<file path="src/rtl/key_debouncer.sv">
// rtl/key_debouncer.sv - multi-key debouncer with internal sample tick and press/release pulses
// Keys are synchronized, then sampled once per tick by an independent 4-state FSM per key.
module key_debouncer #(
  parameter int N_KEYS       = 5,
  parameter int DIV_BITS     = 19,
  parameter int STABLE_TICKS = 3
) (
  input  logic              clk,
  input  logic              clr,
  input  logic [N_KEYS-1:0] key_in,
  output logic [N_KEYS-1:0] key_level,
  output logic [N_KEYS-1:0] key_press,
  output logic [N_KEYS-1:0] key_release,
  output logic              tick
);

  typedef enum logic [1:0] {
    IDLE        = 2'd0,
    PRESS_CHK   = 2'd1,
    HELD        = 2'd2,
    RELEASE_CHK = 2'd3
  } state_t;

  localparam logic [3:0] STAB_MAX = 4'(STABLE_TICKS);

  logic [DIV_BITS-1:0] cnt_q;
  logic [DIV_BITS-1:0] cnt_d;
  logic [N_KEYS-1:0]   sync1_q;
  logic [N_KEYS-1:0]   sync2_q;

  assign cnt_d = cnt_q + DIV_BITS'(1);
  assign tick  = &cnt_q;

  always_ff @(posedge clk or negedge clr) begin
    if (!clr) begin
      cnt_q   <= '0;
      sync1_q <= '0;
      sync2_q <= '0;
    end else begin
      cnt_q   <= cnt_d;
      sync1_q <= key_in;
      sync2_q <= sync1_q;
    end
  end

  for (genvar i = 0; i < N_KEYS; i++) begin : g_key
    state_t     state_q, state_d;
    logic [3:0] stab_q, stab_d;
    logic [3:0] stab_inc;
    logic       level_q, level_d;
    logic       press_q, press_d;
    logic       release_q, release_d;
    logic       s;

    assign s        = sync2_q[i];
    assign stab_inc = stab_q + 4'd1;

    always_comb begin
      state_d   = state_q;
      stab_d    = stab_q;
      press_d   = 1'b0;
      release_d = 1'b0;
      if (tick) begin
        case (state_q)
          IDLE: begin
            if (s) begin
              state_d = PRESS_CHK;
              stab_d  = 4'd1;
            end
          end
          PRESS_CHK: begin
            if (!s) begin
              state_d = IDLE;
              stab_d  = 4'd0;
            end else if (stab_inc == STAB_MAX) begin
              state_d = HELD;
              stab_d  = 4'd0;
              press_d = 1'b1;
            end else begin
              stab_d = stab_inc;
            end
          end
          HELD: begin
            if (!s) begin
              state_d = RELEASE_CHK;
              stab_d  = 4'd1;
            end
          end
          RELEASE_CHK: begin
            if (s) begin
              state_d = HELD;
              stab_d  = 4'd0;
            end else if (stab_inc == STAB_MAX) begin
              state_d   = IDLE;
              stab_d    = 4'd0;
              release_d = 1'b1;
            end else begin
              stab_d = stab_inc;
            end
          end
          default: begin
            state_d = IDLE;
            stab_d  = 4'd0;
          end
        endcase
      end
      // Level follows the next state so it moves on the same edge as the transition.
      level_d = (state_d == HELD) || (state_d == RELEASE_CHK);
    end

    always_ff @(posedge clk or negedge clr) begin
      if (!clr) begin
        state_q   <= IDLE;
        stab_q    <= 4'd0;
        level_q   <= 1'b0;
        press_q   <= 1'b0;
        release_q <= 1'b0;
      end else begin
        state_q   <= state_d;
        stab_q    <= stab_d;
        level_q   <= level_d;
        press_q   <= press_d;
        release_q <= release_d;
      end
    end

    assign key_level[i]   = level_q;
    assign key_press[i]   = press_q;
    assign key_release[i] = release_q;
  end

endmodule

</file>
<file path="config.mk">
export PLATFORM = sky130hd
export DESIGN_NAME = key_debouncer
export DESIGN_NICKNAME = d
export VERILOG_FILES = /design/src/rtl/key_debouncer.sv
export SDC_FILE = /design/constraint.sdc
export NUM_CORES = 1
export LEC_CHECK = 0
export ABC_CLOCK_PERIOD_IN_PS = 1800
export CAP_MARGIN = 25
export CELL_PAD_IN_SITES_DETAIL_PLACEMENT = 1
export CELL_PAD_IN_SITES_GLOBAL_PLACEMENT = 2
export CORE_ASPECT_RATIO = 1.2
export CORE_UTILIZATION = 31
export CTS_CLUSTER_DIAMETER = 50
export DETAILED_ROUTE_END_ITERATION = 8
export PLACE_DENSITY = 0.68
export SLEW_MARGIN = 20
export SYNTH_ARGS = -nofsm -noshare
export SYNTH_HDL_FRONTEND = slang
export SYNTH_SLANG_ARGS = --single-unit
</file>
<file path="constraint.sdc">
create_clock -name clk -period 1.8 [get_ports clk]
set_input_delay 0.27 -clock clk [delete_from_list [all_inputs] [get_ports clk]]
set_output_delay 0.27 -clock clk [all_outputs]
set_load 0.01 [all_outputs]
</file>
==> reports/results.md, run 1 <==
## Outcome
• finished, violations left — outcome
• negative setup slack — violations in the final reports

## Finish
• 438 — Total Nets Final
• 582 — filler-free cell count of the finished design
• sky130_fd_sc_hd__buf_4 — commonest non-fill, non-tap cell in the layout
• 0 — Inserted Diodes
• 45.38% — Layout Area Growth over Synthesis
• 77 x sky130_fd_sc_hd__buf_4, 74 x sky130_fd_sc_hd__dfrtp_1, 22 x sky130_fd_sc_hd__nand2_1 — most used cells in the layout excluding fill and tap cells
• 0.005428 sq mm — design area
• 0.4259 — proportion of layout cells with a drive suffix above 1
• 1276 — # fillers

## Synth
• 51 — number of distinct standard cells referenced by the synthesized netlist
• sky130_fd_sc_hd__dfrtp_1 — cell taking the most area after synthesis
• 11.70 sq um — mean instance size in the synthesized netlist
• 0.4960 — fraction of synthesized cell area taken by the top area cell type
• 337 — syn nets
• 0 — Yosys Warn Count
• 0 — Post-synth EDFFs
• sky130_fd_sc_hd__dfrtp_1 — top_reg_cell synth
• 319 — gate count of the mapped netlist
• 0.003734 sq mm — Mapped Area
• 1.000 — Async SR Flop Fraction
• 74 — flop and latch count out of synthesis
• 0.4960 — post-synthesis sequential area ratio
• sky130_fd_sc_hd__dfrtp_1 50%, sky130_fd_sc_hd__ha_1 3.7%, sky130_fd_sc_hd__buf_4 3.4% — dominant cells by area after synthesis

## Floorplanning
• 122.2 microns — floorplan die height
• 102.2 microns — die width
• 23 — number of top-level pins
• 0.3213 — effective utilization at floorplan
• 43 — row cnt
• 0.01249 sq mm — Die Outline Area
• 0.01162 sq mm — core region area

## Routing
• 5.067 mm — Met2 Routed Length
• 3.975 mm — met1 routed wirelength after detailed routing
• 16.03 microns — per-cell routed wire length
• 0 — post-detailed-route count of antenna-violating nets
• 2878 — total number of vias
• 4 — first-pass iteration count of the detailed router
• 173 microns — Detail Route met3 WL
• 0 — number of remaining DRC errors
• met4 — highest routing layer actually used
• 9.332 mm — wire length reported by the detailed router
• 4.945 — via density per instance
• 89 — starting DRC count in detailed routing

## Critical path
• flip-flop — sort of element at the end of the critical path
• flip-flop to flip-flop — Setup CP Type
• flip-flop — critical path launch point type
• 2.11 ns — CP arrival
• 8 — largest fanout on the critical path
• 2.02 ns — data required time of the worst path

## Placement
• 0.7835 — Routability Congestion
• 6.178 mm — HPWL reported at the end of detailed placement
• 543 — Placed Cells incl. Taps
• -0.09439 ns — worst slack at placement
• 22 — Port Buffer Count
• 0.004587 sq mm — DP Area

## Global routing
• 0 — antenna violations before repair
• 0 — residual overflow from global routing
• 37 — largest net degree at the start of global routing
• 3143 — via count of the first global-routing pass
• 0.1627 — global-route total usage across every layer
• 15.41 mm — first-pass GRT wire length

## Power and ir drop
• 0.3905 mV — maximum vdd ir drop
• 715.8 mW/mm^2 — power density over the cells
• 2.428 nW — leakage power total
• 3.885 mW — post-layout total power

## Clock network
• sky130_fd_sc_hd__clkbuf_16 — Root Buffer
• 9 — TritonCTS Buffers
• 0.33 ns — worst-skew pair later-pin latency
• 2 — Bufs on Longest Clock Path
• 0.06 ns — post-CTS clock slew at the launch and capture registers of the worst setup and hold paths
• 3 — deepest level of the CTS H-tree
• built — clock tree from TritonCTS
• 74 — total number of clock tree sinks

## Timing
• 0 — Hold Fails Final Rpt
• yes — RSZ-0062 raised after global routing
• 0.6607 — worst rel slew slack
• 0.5089 ns — actual transition at the worst max-transition pin
• 0.007569 ns — Worst Clk Skew
• -0.09193 ns — Worst Setup Slack, final
• 1.892 ns — post-layout minimum cycle time
• 26 — # setup viols final
• 528.6 MHz — maximum achievable frequency
• 1.051 — fraction of the cycle the final worst path needs
• 0 — number of pins exceeding their max-slew limit in the final report

## Worst hold path
• flip-flop to flip-flop — type of the worst min-delay path

## Run
• 0 — Maximum Capacitance Violations

-- cells in the mapped netlist, types with 4 or more instances --
master                      count
sky130_fd_sc_hd__nor2b_1        9
sky130_fd_sc_hd__xnor2_1       14
sky130_fd_sc_hd__inv_1          9
sky130_fd_sc_hd__and3b_1        5
sky130_fd_sc_hd__a22o_1         6
sky130_fd_sc_hd__o41ai_1        5
sky130_fd_sc_hd__nor2_1         4
sky130_fd_sc_hd__a31oi_1        9
sky130_fd_sc_hd__a311oi_1       5
sky130_fd_sc_hd__nor3b_1       11
sky130_fd_sc_hd__nand2_1       23
sky130_fd_sc_hd__o31ai_1        4
sky130_fd_sc_hd__nand3_1       12
sky130_fd_sc_hd__clkbuf_1       6
sky130_fd_sc_hd__nand4_4        4
sky130_fd_sc_hd__nand4_1        5
sky130_fd_sc_hd__a32o_1         5
sky130_fd_sc_hd__o21ai_0        4
sky130_fd_sc_hd__a21boi_0       5
sky130_fd_sc_hd__buf_4         17
sky130_fd_sc_hd__ha_1          11
sky130_fd_sc_hd__dfrtp_1       74
sky130_fd_sc_hd__o2bb2ai_1      4
sky130_fd_sc_hd__and4_1         4
sky130_fd_sc_hd__xor2_1         8
sky130_fd_sc_hd__mux2_2        10
sky130_fd_sc_hd__nor3_1         9
-- worst max-delay path, stage by stage, from the launching register on --
cell and delay (ns):
sky130_fd_sc_hd__dfrtp_1 0.37, sky130_fd_sc_hd__ha_2 0.19, sky130_fd_sc_hd__and4_4 0.21, sky130_fd_sc_hd__and4_4 0.27, sky130_fd_sc_hd__buf_6 0.14, sky130_fd_sc_hd__buf_12 0.14
sky130_fd_sc_hd__o2111ai_4 0.16, sky130_fd_sc_hd__mux2_2 0.30
-- sequential cells by signal, indices dropped and copies added (netlist names) --
register	count
cnt_q	19
g_key.level_q	5
g_key.press_q	5
g_key.release_q	5
g_key.stab_q	20
g_key.state_q	10
sync1_q	5
sync2_q	5
-- cell type report --
| class | count | area, sq um | area share |
|---|---|---|---|
| clock buffer | 12 | 256.5 | 0.04726 |
| timing repair buffer | 116 | 1021 | 0.1881 |
| inverter | 10 | 40.04 | 0.007377 |
| clock inverter | 4 | 97.59 | 0.01798 |
| multi-input combinational | 209 | 1964 | 0.3619 |
| tap | 157 | 196.4 | 0.03619 |
| sequential | 74 | 1852 | 0.3412 |
-- metal layers --
layer,GRT usage,vias up
met1,0.1935,1475
li1,-,1375
met4,0.04821,0
met5,0,-
met3,0.03588,8
met2,0.2907,20
-- per-stage QoR --
stage | hold WS, ns | TNS (ns) | util
after floorplan | -0.02559 | 0 | -
after global placement | 0.2750 | -0.4068 | 0.3947
after detailed placement | 0.2824 | -0.8381 | 0.3947
after CTS | 0.3517 | -0.4295 | 0.4395
after global routing | 0.3659 | -3.961 | 0.4671
final | 0.3511 | -1.169 | 0.4671
-- kinds of logic (layout without fill, tap and decap cells) --
kind of cell | Yosys count | count (layout) | share of synthesized area
simple gates | 103 | 103 | 0.1826
flops | 74 | 74 | 0.4960
compound gates | 63 | 63 | 0.1428
buf+inv | 36 | 142 | 0.05998
xor+xnor | 22 | 22 | 0.05161
fa+ha+maj | 11 | 11 | 0.03686
mux | 10 | 10 | 0.03016
-- repair_timing --
item,CTS,global route
gates resized for setup,26,44
hold endpoints to repair,33,0
hold buffers,1,0
pin swaps,14,19
setup buffers,10,12
gates cloned,0,0
setup endpoints to repair,22,40
-- power by group --
part	switching [mW]	internal, mW
Sequential	0.0102	1.68
Combinational	0.0514	0.0295
Clock	0.689	1.43
-- final timing paths --
kind / startpoint / endpoint / slack [ns] / depth (start not counted)
worst max-delay path: cnt_q[1] / g_key[4].level_q / -0.09 / 7
worst min-delay path: sync1_q[0] / sync2_q[0] / 0.35 / 0
worst max register to register: cnt_q[1] / g_key[4].level_q / -0.09 / 7
worst min register to register: sync1_q[0] / sync2_q[0] / 0.35 / 0
max in group asynchronous: clr / g_key[0].stab_q[3] / 0.80 / 3
min in group asynchronous: clr / g_key[2].stab_q[2] / 0.46 / 2
(Power assumes the default switching activity.)
==> run 2: changes to the inputs <==
--- a/config.mk
+++ b/config.mk
@@ -13,6 +13,7 @@
 export CORE_UTILIZATION = 31
 export CTS_CLUSTER_DIAMETER = 50
 export DETAILED_ROUTE_END_ITERATION = 8
+export GPL_TIMING_DRIVEN = 0
 export PLACE_DENSITY = 0.68
 export SLEW_MARGIN = 20
 export SYNTH_ARGS = -nofsm -noshare
==> constraint.sdc (replaced) <==
create_clock -name clk -period 1.8 [get_ports clk]
set_input_delay 0.27 -clock clk [delete_from_list [all_inputs] [get_ports clk]]
set_output_delay 0.27 -clock clk [all_outputs]
set_load 0.005 [all_outputs]
==> reports/results.md, run 2 (same netlist as run 1, synthesis figures left out) <==
## Finish
• 43.16% — Layout Area Growth over Synthesis, was 45.38%
• 431 — Total Nets Final, was 438
• 0.4101 — proportion of layout cells with a drive suffix above 1, was 0.4259
• 0 — Inserted Diodes, unchanged
• 574 — filler-free cell count of the finished design, was 582
• 1257 — # fillers, was 1276
• 20 — Largest register FFs, unchanged
• g_key.stab_q x20, cnt_q x19, g_key.state_q x10 — Regs by FF count, unchanged
• 0.005345 sq mm — design area, was 0.005428 sq mm
• sky130_fd_sc_hd__buf_4 — commonest non-fill, non-tap cell in the layout, unchanged
• 0.4599 — final standard cell utilization of the core, was 0.4671
• 67 x sky130_fd_sc_hd__buf_4, 66 x sky130_fd_sc_hd__dfrtp_1, 21 x sky130_fd_sc_hd__nand2_1 — most used cells in the layout excluding fill and tap cells, was 77 x sky130_fd_sc_hd__buf_4, 74 x sky130_fd_sc_hd__dfrtp_1, 22 x sky130_fd_sc_hd__nand2_1
• g_key.stab_q — register containing the most flip-flops in the final layout, unchanged

## Run
• 0 — Maximum Capacitance Violations, unchanged

## Power and ir drop
• 0.503 — clock network power share, was 0.545
• 0.4038 mV — maximum vdd ir drop, was 0.3905 mV
• 0.020 — share of total power in combinational logic, was 0.021
• 661.2 mW/mm^2 — power density over the cells, was 715.8 mW/mm^2
• 0.2083 — fraction of power spent switching nets, was 0.1931
• 2.346 nW — leakage power total, was 2.428 nW
• 3.534 mW — post-layout total power, was 3.885 mW
• 0.477 — part of the power in registers, was 0.434
• 2.798 mW — cell internal pwr, was 3.135 mW
• 736.2 uW — net switching power, was 750.1 uW

## Critical path
• flip-flop to output pin — Setup CP Type, was flip-flop to flip-flop
• sky130_fd_sc_hd__dfrtp_1 — Slowest cell on crit path, unchanged
• 1.62 ns — CP arrival, was 2.11 ns
• 3 — worst path bufs/invs, was 2
• g_key[0].stab_q[0] — Worst R2R Start, was cnt_q[1]
• flip-flop — critical path launch point type, unchanged
• 6 — Register-to-Register Path Depth, was 7
• 0.40 ns — delay of the slowest cell on the worst path, was 0.37 ns
• output pin — sort of element at the end of the critical path, was flip-flop
• ha_4, and4_4, and4_4, buf_6, nand2_8, inv_8, buf_6 — critical-path cell list, was ha_2, and4_4, and4_4, buf_6, buf_12, o2111ai_4, mux2_2
• simple AND/OR/NAND/NOR gates — cell family with the largest share of critical-path delay, unchanged
• 2 — largest fanout on the critical path, was 8
• -0.07 ns — worst setup slack for register-to-register paths, was -0.09 ns
• 1.53 ns — data required time of the worst path, was 2.02 ns
• g_key[0].level_q — end of the worst register-to-register path, was g_key[4].level_q

## Routing
• 4 — first-pass iteration count of the detailed router, unchanged
• 79 — starting DRC count in detailed routing, was 89
• 16.68 microns — per-cell routed wire length, was 16.03 microns
• 9.574 mm — wire length reported by the detailed router, was 9.332 mm
• 2896 — total number of vias, was 2878
• 5.045 — via density per instance, was 4.945
• 0 — number of remaining DRC errors, unchanged
• 0 — post-detailed-route count of antenna-violating nets, unchanged

## Floorplanning
• 122.2 microns — floorplan die height, unchanged
• 0.3213 — effective utilization at floorplan, unchanged
• 43 — row cnt, unchanged
• 0.01249 sq mm — Die Outline Area, unchanged
• 23 — number of top-level pins, unchanged
• 102.2 microns — die width, unchanged
• 0.01162 sq mm — core region area, unchanged

## Clock network
• built — clock tree from TritonCTS, unchanged
• sky130_fd_sc_hd__clkbuf_16 — Root Buffer, unchanged
• 2 — Bufs on Longest Clock Path, unchanged
• 0.06 ns — post-CTS clock slew at the launch and capture registers of the worst setup and hold paths, about the same
• 3 — deepest level of the CTS H-tree, unchanged
• 74 — total number of clock tree sinks, unchanged
• 0.33 ns — worst-skew pair later-pin latency, about the same
• 9 — TritonCTS Buffers, unchanged

## Timing
• yes — RSZ-0062 raised after global routing, unchanged
• 0.4603 ns — actual transition at the worst max-transition pin, was 0.5089 ns
• -0.08906 ns — Worst Setup Slack, final, was -0.09193 ns
• 0 — number of pins exceeding their max-slew limit in the final report, unchanged
• 0 — Hold Fails Final Rpt, unchanged
• -0.5405 ns — Setup Total Neg Slack, was -1.169 ns
• 0.6921 — worst rel slew slack, was 0.6607
• 1.049 — fraction of the cycle the final worst path needs, was 1.051
• 0.004869 ns — Worst Clk Skew, was 0.007569 ns
• 1.889 ns — post-layout minimum cycle time, was 1.892 ns
• 14 — # setup viols final, was 26
• 0.3457 ns — Worst Hold Margin, was 0.3511 ns
• 529.4 MHz — maximum achievable frequency, was 528.6 MHz

## Placement
• 5.452 mm — HPWL reported at the end of detailed placement, was 6.178 mm
• 0.004230 sq mm — DP Area, was 0.004587 sq mm
• 22 — Port Buffer Count, unchanged
• 499 — Placed Cells incl. Taps, was 543
• -0.6419 ns — worst slack at placement, was -0.09439 ns
• 0.7555 — Routability Congestion, was 0.7835

## Global routing
• 0 — antenna violations before repair, unchanged
• 0 — residual overflow from global routing, unchanged
• 50 — largest net degree at the start of global routing, was 37
• 3131 — via count of the first global-routing pass, was 3143
• 0.1712 — global-route total usage across every layer, was 0.1627
• 16.04 mm — first-pass GRT wire length, was 15.41 mm

## Worst hold path
• 0 — number of cells on the worst hold path, unchanged
• flip-flop to flip-flop — type of the worst min-delay path, unchanged
• sync2_q[0] — capture endpoint of the worst hold path, unchanged
• sync1_q[0] — Worst Hold Launch, unchanged

## Outcome
• negative setup slack — violations in the final reports, unchanged
• finished, violations left — outcome, unchanged

==> run 2: cell count changes in the layout (fill, tap and decap cells not counted), sizes merged <==
cell	before	now
nand4	9	10
clkinvlp	1	0
clkinv	0	2
bufinv	3	1
buf	95	80
clkbuf	12	19
==> run 2: worst max-delay path by stage <==
| stage | from | endpoint | slack [ns] | cells after the start |
|---|---|---|---|---|
| after floorplan | g_key[0].stab_q[1] | g_key[0].level_q | 0.003 | 5 |
| after global placement | clr | g_key[0].press_q | -2.38 | 1 |
| after detailed placement | cnt_q[0] | tick | -0.64 | 6 |
| after CTS | cnt_q[1] | g_key[4].level_q | -0.05 | 7 |
| after global routing | cnt_q[0] | tick | -0.13 | 7 |
| final | cnt_q[0] | tick | -0.09 | 7 |
==> run 2: worst register-to-register path: stages, from the launching register on <==
cell,delay (ns)
sky130_fd_sc_hd__dfrtp_2,0.45
sky130_fd_sc_hd__inv_2,0.09
sky130_fd_sc_hd__ha_4,0.13
sky130_fd_sc_hd__or4b_4,0.47
sky130_fd_sc_hd__o31ai_4,0.10
sky130_fd_sc_hd__nand4_4,0.17
sky130_fd_sc_hd__mux2_4,0.34
==> run 2: layout make-up <==
type,count,area (sq um),area share
Tap cell,157,196.4,0.03675
Clock buffer,12,246.5,0.04611
Clock inverter,3,40.04,0.007491
Multi-Input combinational cell,210,1984,0.3713
Buffer,25,210.2,0.03933
Inverter,10,45.04,0.008427
Timing Repair Buffer,83,760.7,0.1423
Sequential cell,74,1862,0.3483
==> run 2: power by group through the flow <==
stage	Combinational, mW	Clock, mW	Sequential [mW]
6_report	0.0701	1.78	1.68
5_1_grt	0.0808	1.90	1.69
4_1_cts	0.0731	1.83	1.68
3_5_place_dp	0.0712	0	1.71
3_3_place_gp	0.0633	0	1.71
2_1_floorplan	0.0110	0	1.71
==> run 2: metal layers <==
layer | track usage | share of wire | vias up
met5 | 0 | 0 | -
met3 | 0.03588 | 0.020 | 15
met4 | 0.07679 | 0.021 | 0
met1 | 0.2031 | 0.43 | 1482
li1 | - | - | 1361
met2 | 0.2953 | 0.53 | 38
==> run 2: repair_timing <==
item                       4_1_cts  5_1_grt
gates resized for setup         53       32
hold buffers                     1        0
pin swaps                       21       16
cloned                           1        1
buffers inserted                49        9
hold endpoints to repair        25        0
setup endpoints to repair       46       42
